`config.mk`:
```
export PLATFORM = sky130hd
export DESIGN_NAME = load_extend
export DESIGN_NICKNAME = d
export VERILOG_FILES = /design/src/rtl/lsu_pkg.sv /design/src/rtl/lsu_wb_load_extend.sv
export SDC_FILE = /design/constraint.sdc
export NUM_CORES = 1
export LEC_CHECK = 0
export ABC_AREA = 1
export BUFFER_PORTS_ARGS = -buffer_cell sky130_fd_sc_hd__buf_2
export CAP_MARGIN = 20
export CELL_PAD_IN_SITES_DETAIL_PLACEMENT = 1
export CELL_PAD_IN_SITES_GLOBAL_PLACEMENT = 2
export CORE_MARGIN = 2
export CORE_UTILIZATION = 19
export DETAILED_ROUTE_END_ITERATION = 10
export GPL_ROUTABILITY_DRIVEN = 0
export GPL_TIMING_DRIVEN = 0
export PLACE_DENSITY = 0.84
export SETUP_SLACK_MARGIN = 0.02
export SLEW_MARGIN = 10
export SYNTH_ARGS = -nofsm -noshare
export SYNTH_HDL_FRONTEND = slang
export SYNTH_SLANG_ARGS = --single-unit
```
`constraint.sdc`:
```
create_clock -name vclk -period 2.2
set_clock_uncertainty 0.2 [all_clocks]
set_input_delay 0.66 -clock vclk [all_inputs]
set_output_delay 0.66 -clock vclk [all_outputs]
set_load 0.1 [all_outputs]
```
`src/rtl/lsu_pkg.sv`:
```
// lsu_pkg: LSU state encoding, RV32I load/store funct3 widths and access legality.
package lsu_pkg;

  typedef enum logic [1:0] {IDLE, REQ, WAIT, DONE} lsu_state_t;

  localparam logic [2:0] F3_B  = 3'b000;
  localparam logic [2:0] F3_H  = 3'b001;
  localparam logic [2:0] F3_W  = 3'b010;
  localparam logic [2:0] F3_BU = 3'b100;
  localparam logic [2:0] F3_HU = 3'b101;

  // Legal width for the direction, and naturally aligned for that width.
  function automatic logic access_ok(input logic load, input logic [2:0] f3,
                                     input logic [1:0] off);
    logic ok;
    ok = 1'b0;
    case (f3)
      F3_B:    ok = 1'b1;
      F3_H:    ok = ~off[0];
      F3_W:    ok = (off == 2'b00);
      F3_BU:   ok = load;
      F3_HU:   ok = load & ~off[0];
      default: ok = 1'b0;
    endcase
    return ok;
  endfunction

endpackage

```
`src/rtl/lsu_wb_load_extend.sv`:
```
// load_extend: lane-select a loaded word by byte offset and sign/zero-extend per funct3.
module load_extend
  import lsu_pkg::*;
(
  input  logic [31:0] rdata,
  input  logic [1:0]  off,
  input  logic [2:0]  funct3,
  output logic [31:0] ext
);

  logic [31:0] shifted;

  always_comb begin
    shifted = rdata >> {off, 3'b000};
    case (funct3)
      F3_B:    ext = {{24{shifted[7]}}, shifted[7:0]};
      F3_H:    ext = {{16{shifted[15]}}, shifted[15:0]};
      F3_BU:   ext = {24'h000000, shifted[7:0]};
      F3_HU:   ext = {16'h0000, shifted[15:0]};
      default: ext = shifted;
    endcase
  end

endmodule

```
==> summary.txt, run 1 <==
Layout
  • Layout cells sized above 1: 74.3%
  • Fillers: about 480
  • # diodes: 0
  • Area Growth Syn to Fin: 214%
  • Register area: 0 µm²
  • Seq Cell Count: 0
  • Final #Nets: just under 300
  • Final-layout clock buffer total: 0

Routing
  • DRC: 0
  • ANT nets after route: 0
  • Initial DRT Pass Iterations: 4
  • Total Wirelength: around 6700 µm
  • Number of DRC markers in iteration 0: 100
  • Routed vias: 1606
  • Routed vias/inst: 5.16
  • Drt wl/cell: 21.7 µm

STA
  • Setup ws final: -0.448 ns
  • Unrepaired setup endpoints after global routing: yes
  • # setup viols final: 32
  • Peak Freq: ~380 MHz
  • Final Slew Violations: 0
  • Fin crit share: 120%
  • Crit path time final: around 2.6 ns
  • Final hold vios: 0
  • Worst slew pin tran: about 0.46 ns
  • Final setup TNS: -10.25 ns
  • Slew HR: roughly 69%

Synthesis
  • Distinct cells, synth: 22
  • Post-Syn Area: approximately 920 µm²
  • Ys Warns: 0
  • Syn Nets: 195
  • Post-Syn Instances: 158
  • Seq/Total Area, Yosys: 0%
  • Synth Area per Inst: about 6 µm²

Critical path
  • CP Launch Type: primary input
  • CP Capture Type: output pin
  • WS Path Type: in2out
  • CP required: ~1.3 ns
  • WP data arrival: 1.79 ns
  • Crit-path max FO: 5

Global route
  • Total GRT Usage: 22.3%
  • Total congestion overflow: 0
  • Initial antenna violation count: 0
  • Vias in the first global route: between 1500 and 2000
  • Pin count of the biggest net entering global routing: 11
  • Global-route wire length before repair: ~9400 µm

Placed design
  • Setup WS pre-CTS: -0.687 ns
  • Final HPWL DP: between 3000 and 4000 µm
  • PortBufs: 67

Floorplanning
  • Core area: between 4000 and 5000 µm²
  • DIE WIDTH: about 74 µm
  • Initial Util: between 15 and 20%
  • Die Height: about 74 µm
  • Ports: 69
  • Rows: 25
  • Full die area: about 5400 µm²

Power
  • PD cells: about 390 nW/µm²
  • Seq pwr share: 0%
  • NetSw: 0.000696 W
  • P_int: ~0.00044 W
  • LEAKAGE: 1.41 nW
  • Switching share of power: 61.5%
  • Peak supply drop: around 170 µV
  • Clock power frac: 0%
  • Comb pwr share: 100.0%

Hold path
  • Hold WC Path Type: in2out

Outcome
  • Violated checks: setup timing
  • Status: finished with violations

Job
  • Max_cap viols: 0
-- layout by cell type (no fill, tap or decap), drive strengths merged, types with 2 or more instances in the layout --
master and n:
clkinv 2, nand2 54, a22oi 7, buf 109, inv 10, o21ai 7
nand3 31, o211ai 14, nor2 13, a21oi 7
-- worst max-delay path, cell delays in order --
cell	delay, ns
buf_8	0.09
clkinv_8	0.06
buf_12	0.12
nor2_4	0.17
buf_6	0.16
nand3_1	0.16
nand3_4	0.17
buf_12	0.18
-- final timing paths --
path / slack (ns) / endpoint / from / cells after the start
hold / removal: 1.53 / ext[3] / rdata[3] / 4
setup / recovery: -0.45 / ext[31] / funct3[1] / 8
-- layer usage --
metal,global-route usage [%],vias to the layer above,share of wire (%)
met3,0.686,10,3.4
met5,0,-,0
met4,1.82,0,2.1
met1,29.1,795,39
li1,-,756,-
met2,41.8,45,55
-- area by class of cell --
cell class | instances | area [µm²] | area share (%)
repair inverters | 1 | 8.76 | 0.303
inverters | 11 | 81.3 | 2.82
well taps | 54 | 67.6 | 2.34
repair buffers | 98 | 1300 | 44.9
multi-input cells | 134 | 1200 | 41.5
plain buffers | 13 | 234 | 8.10
-- kinds of logic after synthesis --
family / Yosys count / share of synthesized area, %
AOI/OAI and AO/OA: 35 / 24.7
buffers and inverters: 24 / 16.3
and+or+nand+nor: 99 / 59.0
-- through the flow --
step | utilization (%) | power [W] | cells | area (µm²) | hold WS, ns
global placement | 34.8 | 0.000754 | 279 | 1630 | 1.62
floorplan | - | 0.000629 | 158 | 1230 | 1.48
CTS | 58.5 | 0.00107 | 305 | 2750 | 1.53
detailed placement | 34.8 | 0.000756 | 279 | 1630 | 1.63
finish | 61.6 | 0.00113 | 311 | 2890 | 1.53
global route | 61.6 | 0.00117 | 311 | 2890 | 1.54
-- cells in the mapped netlist --
master	n	area (µm²)
nand2_1	48	180
nor2_2	2	12.5
inv_1	8	30.0
o21ai_0	7	35.0
buf_8	1	15.0
inv_2	1	3.75
buf_4	2	15.0
inv_8	1	11.3
inv_4	1	6.26
o211ai_1	14	105
buf_6	3	33.8
nand2_2	5	31.3
nand3_2	17	170
nand3_4	1	17.5
buf_2	7	35.0
nor2_4	1	11.3
and2_1	1	6.26
a21oi_1	7	35.0
nand3_1	13	65.1
a22oi_1	7	52.6
nor2_1	10	37.5
nand2_4	1	11.3
-- power by group through the flow --
stage               clock network (W)  registers (W)  logic, W
finish                              0              0   0.00113
global route                        0              0   0.00117
CTS                                 0              0   0.00107
detailed placement                  0              0  0.000756
global placement                    0              0  0.000754
floorplan                           0              0  0.000629
-- what timing repair did --
action	in CTS	in global routing
hold buffers	0	0
gates cloned	8	1
setup endpoints to repair	32	32
endpoints found under the hold margin	0	0
pin swaps	20	21
buffers inserted	18	8
gates resized for setup	194	22
No activity file was read; power rests on OpenSTA's default activity.
==> run 2: changes to the inputs <==
--- a/config.mk
+++ b/config.mk
@@ -10,7 +10,6 @@
 export CAP_MARGIN = 20
 export CELL_PAD_IN_SITES_DETAIL_PLACEMENT = 1
 export CELL_PAD_IN_SITES_GLOBAL_PLACEMENT = 2
-export CORE_MARGIN = 2
 export CORE_UTILIZATION = 19
 export DETAILED_ROUTE_END_ITERATION = 10
 export GPL_ROUTABILITY_DRIVEN = 0
==> summary.txt, run 2 (same netlist as run 1, synthesis figures left out) <==
Routing
  • Total Wirelength: 5550 µm (-18%)
  • Routed vias: 1472 (-8.3%)
  • Routed vias/inst: 4.97 (-3.7%)
  • Drt wl/cell: 18.8 µm (-14%)
  • Number of DRC markers in iteration 0: 52 (-48%)
  • ANT nets after route: 0 (unchanged)
  • Initial DRT Pass Iterations: 4 (unchanged)
  • DRC: 0 (unchanged)

Global route
  • Total congestion overflow: 0 (unchanged)
  • Initial antenna violation count: 0 (unchanged)
  • Vias in the first global route: 1631 (-6.9%)
  • Total GRT Usage: 21.4% (-0.85 points)
  • Global-route wire length before repair: 8710 µm (-7.8%)
  • Pin count of the biggest net entering global routing: 11 (unchanged)

Layout
  • Layout cells sized above 1: 71.7% (-2.6 points)
  • Commonest non-fill, non-tap cells in the layout: 37 x buf_12, 33 x buf_2, 24 x nand2_1
  • Final #Nets: 283 (-4.4%)
  • Area Growth Syn to Fin: 181%
  • # diodes: 0 (unchanged)
  • Seq Cell Count: 0 (unchanged)
  • Final Non-Filler Cells: 296 (-4.8%)
  • Register area: 0 µm² (unchanged)
  • Most common cell after layout, fill and taps aside: buf_12
  • Final-layout clock buffer total: 0 (unchanged)

Floorplanning
  • Ports: 69 (unchanged)
  • Core area: 4500 µm² (-4.0%)
  • Full die area: 5130 µm² (-5.4%)
  • DIE WIDTH: 71.6 µm (-2.7%)
  • Rows: 24 (-4.0%)
  • Initial Util: 20.4% (+0.82 points)
  • Die Height: 71.6 µm (-2.7%)

Power
  • PD cells: 413 nW/µm² (+5.4%)
  • Comb pwr share: 100.0% (about the same)
  • NetSw: 0.000672 W (-3.5%)
  • Seq pwr share: 0% (unchanged)
  • Clock power frac: 0% (unchanged)
  • Peak supply drop: 168 µV (-3.7%)
  • P_int: 0.000395 W (-9.3%)
  • Switching share of power: 63.0% (+1.5 points)
  • LEAKAGE: 1.24 nW (-12%)

STA
  • Fin crit share: 116% (-4.6 points)
  • Unrepaired setup endpoints after global routing: yes
  • Peak Freq: 393 MHz (+4.0%)
  • Setup ws final: -0.347 ns (+0.101 ns)
  • Final setup TNS: -9.33 ns (+0.922 ns)
  • Final hold vios: 0 (unchanged)
  • Crit path time final: 2.55 ns (-0.101 ns)
  • Final Slew Violations: 0 (unchanged)
  • Worst slew pin tran: 0.471 ns (+0.00755 ns)
  • # setup viols final: 32 (unchanged)
  • Slew HR: 68.5% (-0.51 points)

Outcome
  • Violated checks: setup timing
  • Status: finished with violations

Critical path
  • CP required: 1.34 ns (about the same)
  • CP Launch Type: primary input
  • Crit-path max FO: 7 (+2)
  • CP startpoint: off[0]
  • WP data arrival: 1.69 ns (-0.10 ns)
  • WS Path Type: in2out
  • CP Capture Type: output pin

Placed design
  • Cells after DPL: 277 (-0.72%)
  • Final HPWL DP: 3410 µm (+1.4%)
  • PortBufs: 67 (unchanged)

Hold path
  • Hold WC Path Type: in2out
  • Min-delay src: rdata[3]

Job
  • Max_cap viols: 0 (unchanged)
[run 2: cell count changes in the layout (fill, tap and decap cells not counted), sizes merged]
cell,previous run,this run
inv,10,11
bufbuf,1,0
clkbuf,1,2
clkinv,2,1
buf,109,96
[run 2: power groups by stage]
stage	combinational, W	sequential, W	clock, W
floorplan	0.000629	0	0
global placement	0.000752	0	0
detailed placement	0.000756	0	0
CTS	0.00101	0	0
global route	0.00110	0	0
finish	0.00107	0	0
[run 2: worst paths after layout]
path	endpoint	slack (ns)	cells after the start
max	ext[16]	-0.35	8
min	ext[3]	1.53	4
[run 2: layout make-up]
class	count	area, µm²
Tap cell	52	65.1
Buffer	13	214
Inverter	11	76.3
Multi-Input combinational cell	134	1150
Timing Repair inverter	1	8.76
Timing Repair Buffer	85	1070
Fill cell	497	1920
[run 2: what timing repair did]
| action | 4_1_cts | 5_1_grt |
|---|---|---|
| buffers inserted | 12 | 2 |
| gates resized for setup | 169 | 20 |
| cloned | 3 | 2 |
| pin swaps | 11 | 12 |
| hold buffers | 0 | 0 |
| setup endpoints to repair | 32 | 32 |
[run 2: metrics by stage]
stage                     setup WS, ns  utilization (%)  hold slack (ns)  total power [W]  cell area, µm²
final                           -0.347             57.4             1.53          0.00107            2580
after CTS                       -0.337             53.8             1.53          0.00101            2420
after detailed placement        -0.691             36.2             1.63         0.000756            1630
after global placement          -0.655             36.2             1.62         0.000752            1630
after floorplan                 -0.597                -             1.48         0.000629            1230
after global routing            -0.381             57.4             1.54          0.00110            2580
[run 2: worst max-delay path: stages]
cell     delay, ns
buf_16        0.13
inv_12        0.08
nand2_4       0.05
nand3_4       0.07
nand3_4       0.20
buf_4         0.22
nand3_2       0.09
buf_12        0.18
[run 2: routing by layer]
layer	track usage [%]	wire length, µm	vias to the layer above	part of all wire [%]
li1	-	-	720	-
met1	26.6	2160	712	39
met2	43.2	3230	38	58
met3	0.281	129	2	2.3
met4	0	28	0	0.50
met5	0	0	-	0
==> run 3: changes to the inputs <==
--- a/config.mk
+++ b/config.mk
@@ -10,11 +10,11 @@
 export CAP_MARGIN = 20
 export CELL_PAD_IN_SITES_DETAIL_PLACEMENT = 1
 export CELL_PAD_IN_SITES_GLOBAL_PLACEMENT = 2
-export CORE_UTILIZATION = 19
+export CORE_UTILIZATION = 17
 export DETAILED_ROUTE_END_ITERATION = 10
 export GPL_ROUTABILITY_DRIVEN = 0
 export GPL_TIMING_DRIVEN = 0
-export PLACE_DENSITY = 0.84
+export PLACE_DENSITY = 0.79
 export SETUP_SLACK_MARGIN = 0.02
 export SLEW_MARGIN = 10
 export SYNTH_ARGS = -nofsm -noshare
==> constraint.sdc (replaced) <==
create_clock -name vclk -period 2.3
set_clock_uncertainty 0.2 [all_clocks]
set_input_delay 0.69 -clock vclk [all_inputs]
set_output_delay 0.69 -clock vclk [all_outputs]
set_load 0.1 [all_outputs]
==> summary.txt, run 3 (same netlist as run 1, synthesis figures left out) <==
Outcome
  • Status: finished with violations
  • Violated checks: setup timing

Layout
  • Register area: 0 µm² (unchanged)
  • Final #Nets: 291 (+2.8%)
  • Layout cells sized above 1: 71.4% (-0.29 points)
  • # diodes: 0 (unchanged)
  • Area Growth Syn to Fin: 195%
  • Area of the multi-input gates: 1160 µm² (+1.1%)
  • Final-layout clock buffer total: 0 (unchanged)
  • Most common cell after layout, fill and taps aside: buf_12
  • Post-layout util: 52.5% (-4.9 points)
  • Seq Cell Count: 0 (unchanged)
  • Commonest non-fill, non-tap cells in the layout: 38 x buf_12, 33 x buf_2, 24 x nand2_1
  • Fillers: 566 (+14%)

STA
  • Slew HR: 67.4% (-1.1 points)
  • Setup ws final: -0.296 ns (+0.0513 ns)
  • Crit path time final: 2.60 ns
  • Final Slew Violations: 0 (unchanged)
  • Worst slew pin tran: 0.487 ns (+0.0167 ns)
  • Unrepaired setup endpoints after global routing: yes
  • Final setup TNS: -7.34 ns (+1.99 ns)
  • Fin crit share: 113%
  • Peak Freq: 385 MHz
  • # setup viols final: 31 (-3.1%)
  • Final hold vios: 0 (unchanged)

Critical path
  • CP delay by family, top: buffers and inverters
  • Cells along the critical path: buf_12 -> inv_12 -> nand2_2 -> nand2_4 -> nand3_4 -> clkbuf_16 -> nand3_4 -> buf_12
  • CP Launch Type: primary input
  • Crit-path slowest cell: clkbuf_16
  • CP Capture Type: output pin
  • WP data arrival: 1.71 ns (+0.02 ns)
  • Delay of the slowest critical-path stage: 0.23 ns (about the same)
  • CP bufs+invs: 4 (unchanged)
  • Crit-path max FO: 8 (+1)
  • CP required: 1.41 ns (+0.07 ns)
  • WS Path Type: in2out

Floorplanning
  • Rows: 26 (+8.3%)
  • Die Height: 75.6 µm (+5.6%)
  • Core area: 5170 µm² (+15%)
  • Initial Util: 17.8% (-2.6 points)
  • Full die area: 5720 µm² (+11%)
  • DIE WIDTH: 75.6 µm (+5.6%)
  • Ports: 69 (unchanged)

Routing
  • Number of DRC markers in iteration 0: 43 (-17%)
  • Routed vias: 1518 (+3.1%)
  • Initial DRT Pass Iterations: 4 (unchanged)
  • Drt wl/cell: 17.7 µm (-5.4%)
  • Routed vias/inst: 4.71 (-5.2%)
  • DRC: 0 (unchanged)
  • Total Wirelength: 5710 µm (+2.9%)
  • ANT nets after route: 0 (unchanged)

Job
  • Max_cap viols: 0 (unchanged)

Global route
  • Total congestion overflow: 0 (unchanged)
  • Vias in the first global route: 1645 (+0.86%)
  • Total GRT Usage: 19.9% (-1.5 points)
  • Initial antenna violation count: 0 (unchanged)
  • Pin count of the biggest net entering global routing: 11 (unchanged)
  • Global-route wire length before repair: 8580 µm (-1.5%)

Placed design
  • PortBufs: 67 (unchanged)
  • Final HPWL DP: 3390 µm (-0.52%)

CTS
  • Post-CTS Hold Buffers: 0 (unchanged)

Power
  • Peak supply drop: 164 µV (-2.1%)
  • LEAKAGE: 1.32 nW (+6.5%)
  • PD cells: 381 nW/µm² (-7.8%)

Hold path
  • Hold WC Path Type: in2out
run 3: cell types whose count changed in the layout (fill, tap and decap cells not counted), moves of 2 or more:
cell       previous run  this run
a21oi_1               4         7
a21oi_2               3         0
buf_16                3         1
buf_4                 9        11
buf_6                 9        14
buf_8                 5         7
bufbuf_16             0         2
nand2_4              11        13
nand3_1              10         4
nand3_2               4         6
nand3_4              17        21
o21ai_1               0         6
o21ai_2               5         1
o21ai_4               2         0
run 3: where the power goes:
| group | total (W) | switching [W] | internal [W] |
|---|---|---|---|
| logic | 0.00103 | 0.000641 | 0.000392 |
| clock network | 0 | 0 | 0 |
| registers | 0 | 0 | 0 |
| total | 0.00103 | 0.000641 | 0.000392 |
run 3: final timing paths:
kind / from / slack, ns / depth (start not counted) / to
worst min-delay path: rdata[4] / 1.59 / 4 / ext[4]
worst max-delay path: off[0] / -0.30 / 8 / ext[31]
run 3: cell type report:
cell class / count / share of cell area [%]
Timing Repair Buffer: 96 / 44.6
Multi-Input combinational cell: 134 / 42.9
Buffer: 11 / 6.59
Tap cell: 70 / 3.23
Inverter: 11 / 2.72
run 3: routing by layer:
metal | vias up | GRT usage, % | share of wire [%]
li1 | 736 | - | -
met1 | 742 | 24.9 | 40
met2 | 34 | 39.6 | 57
met3 | 6 | 0.794 | 2.7
met4 | 0 | 0.412 | 0.86
met5 | - | 0 | 0
run 3: per-stage QoR:
stage	cell area (µm²)	total power, W	setup slack (ns)	hold WS, ns	cells
after floorplan	1230	0.000601	-0.557	1.54	158
after global placement	1650	0.000722	-0.624	1.69	295
after detailed placement	1650	0.000724	-0.628	1.69	295
after CTS	2580	0.000988	-0.276	1.59	318
after global routing	2720	0.00107	-0.347	1.60	322
final	2720	0.00103	-0.296	1.59	322
run 3: what timing repair did:
item | in CTS | in global routing
setup endpoints to repair | 32 | 32
pin swaps | 12 | 22
resized for setup | 166 | 34
buffers inserted | 18 | 6
cloned | 5 | 2
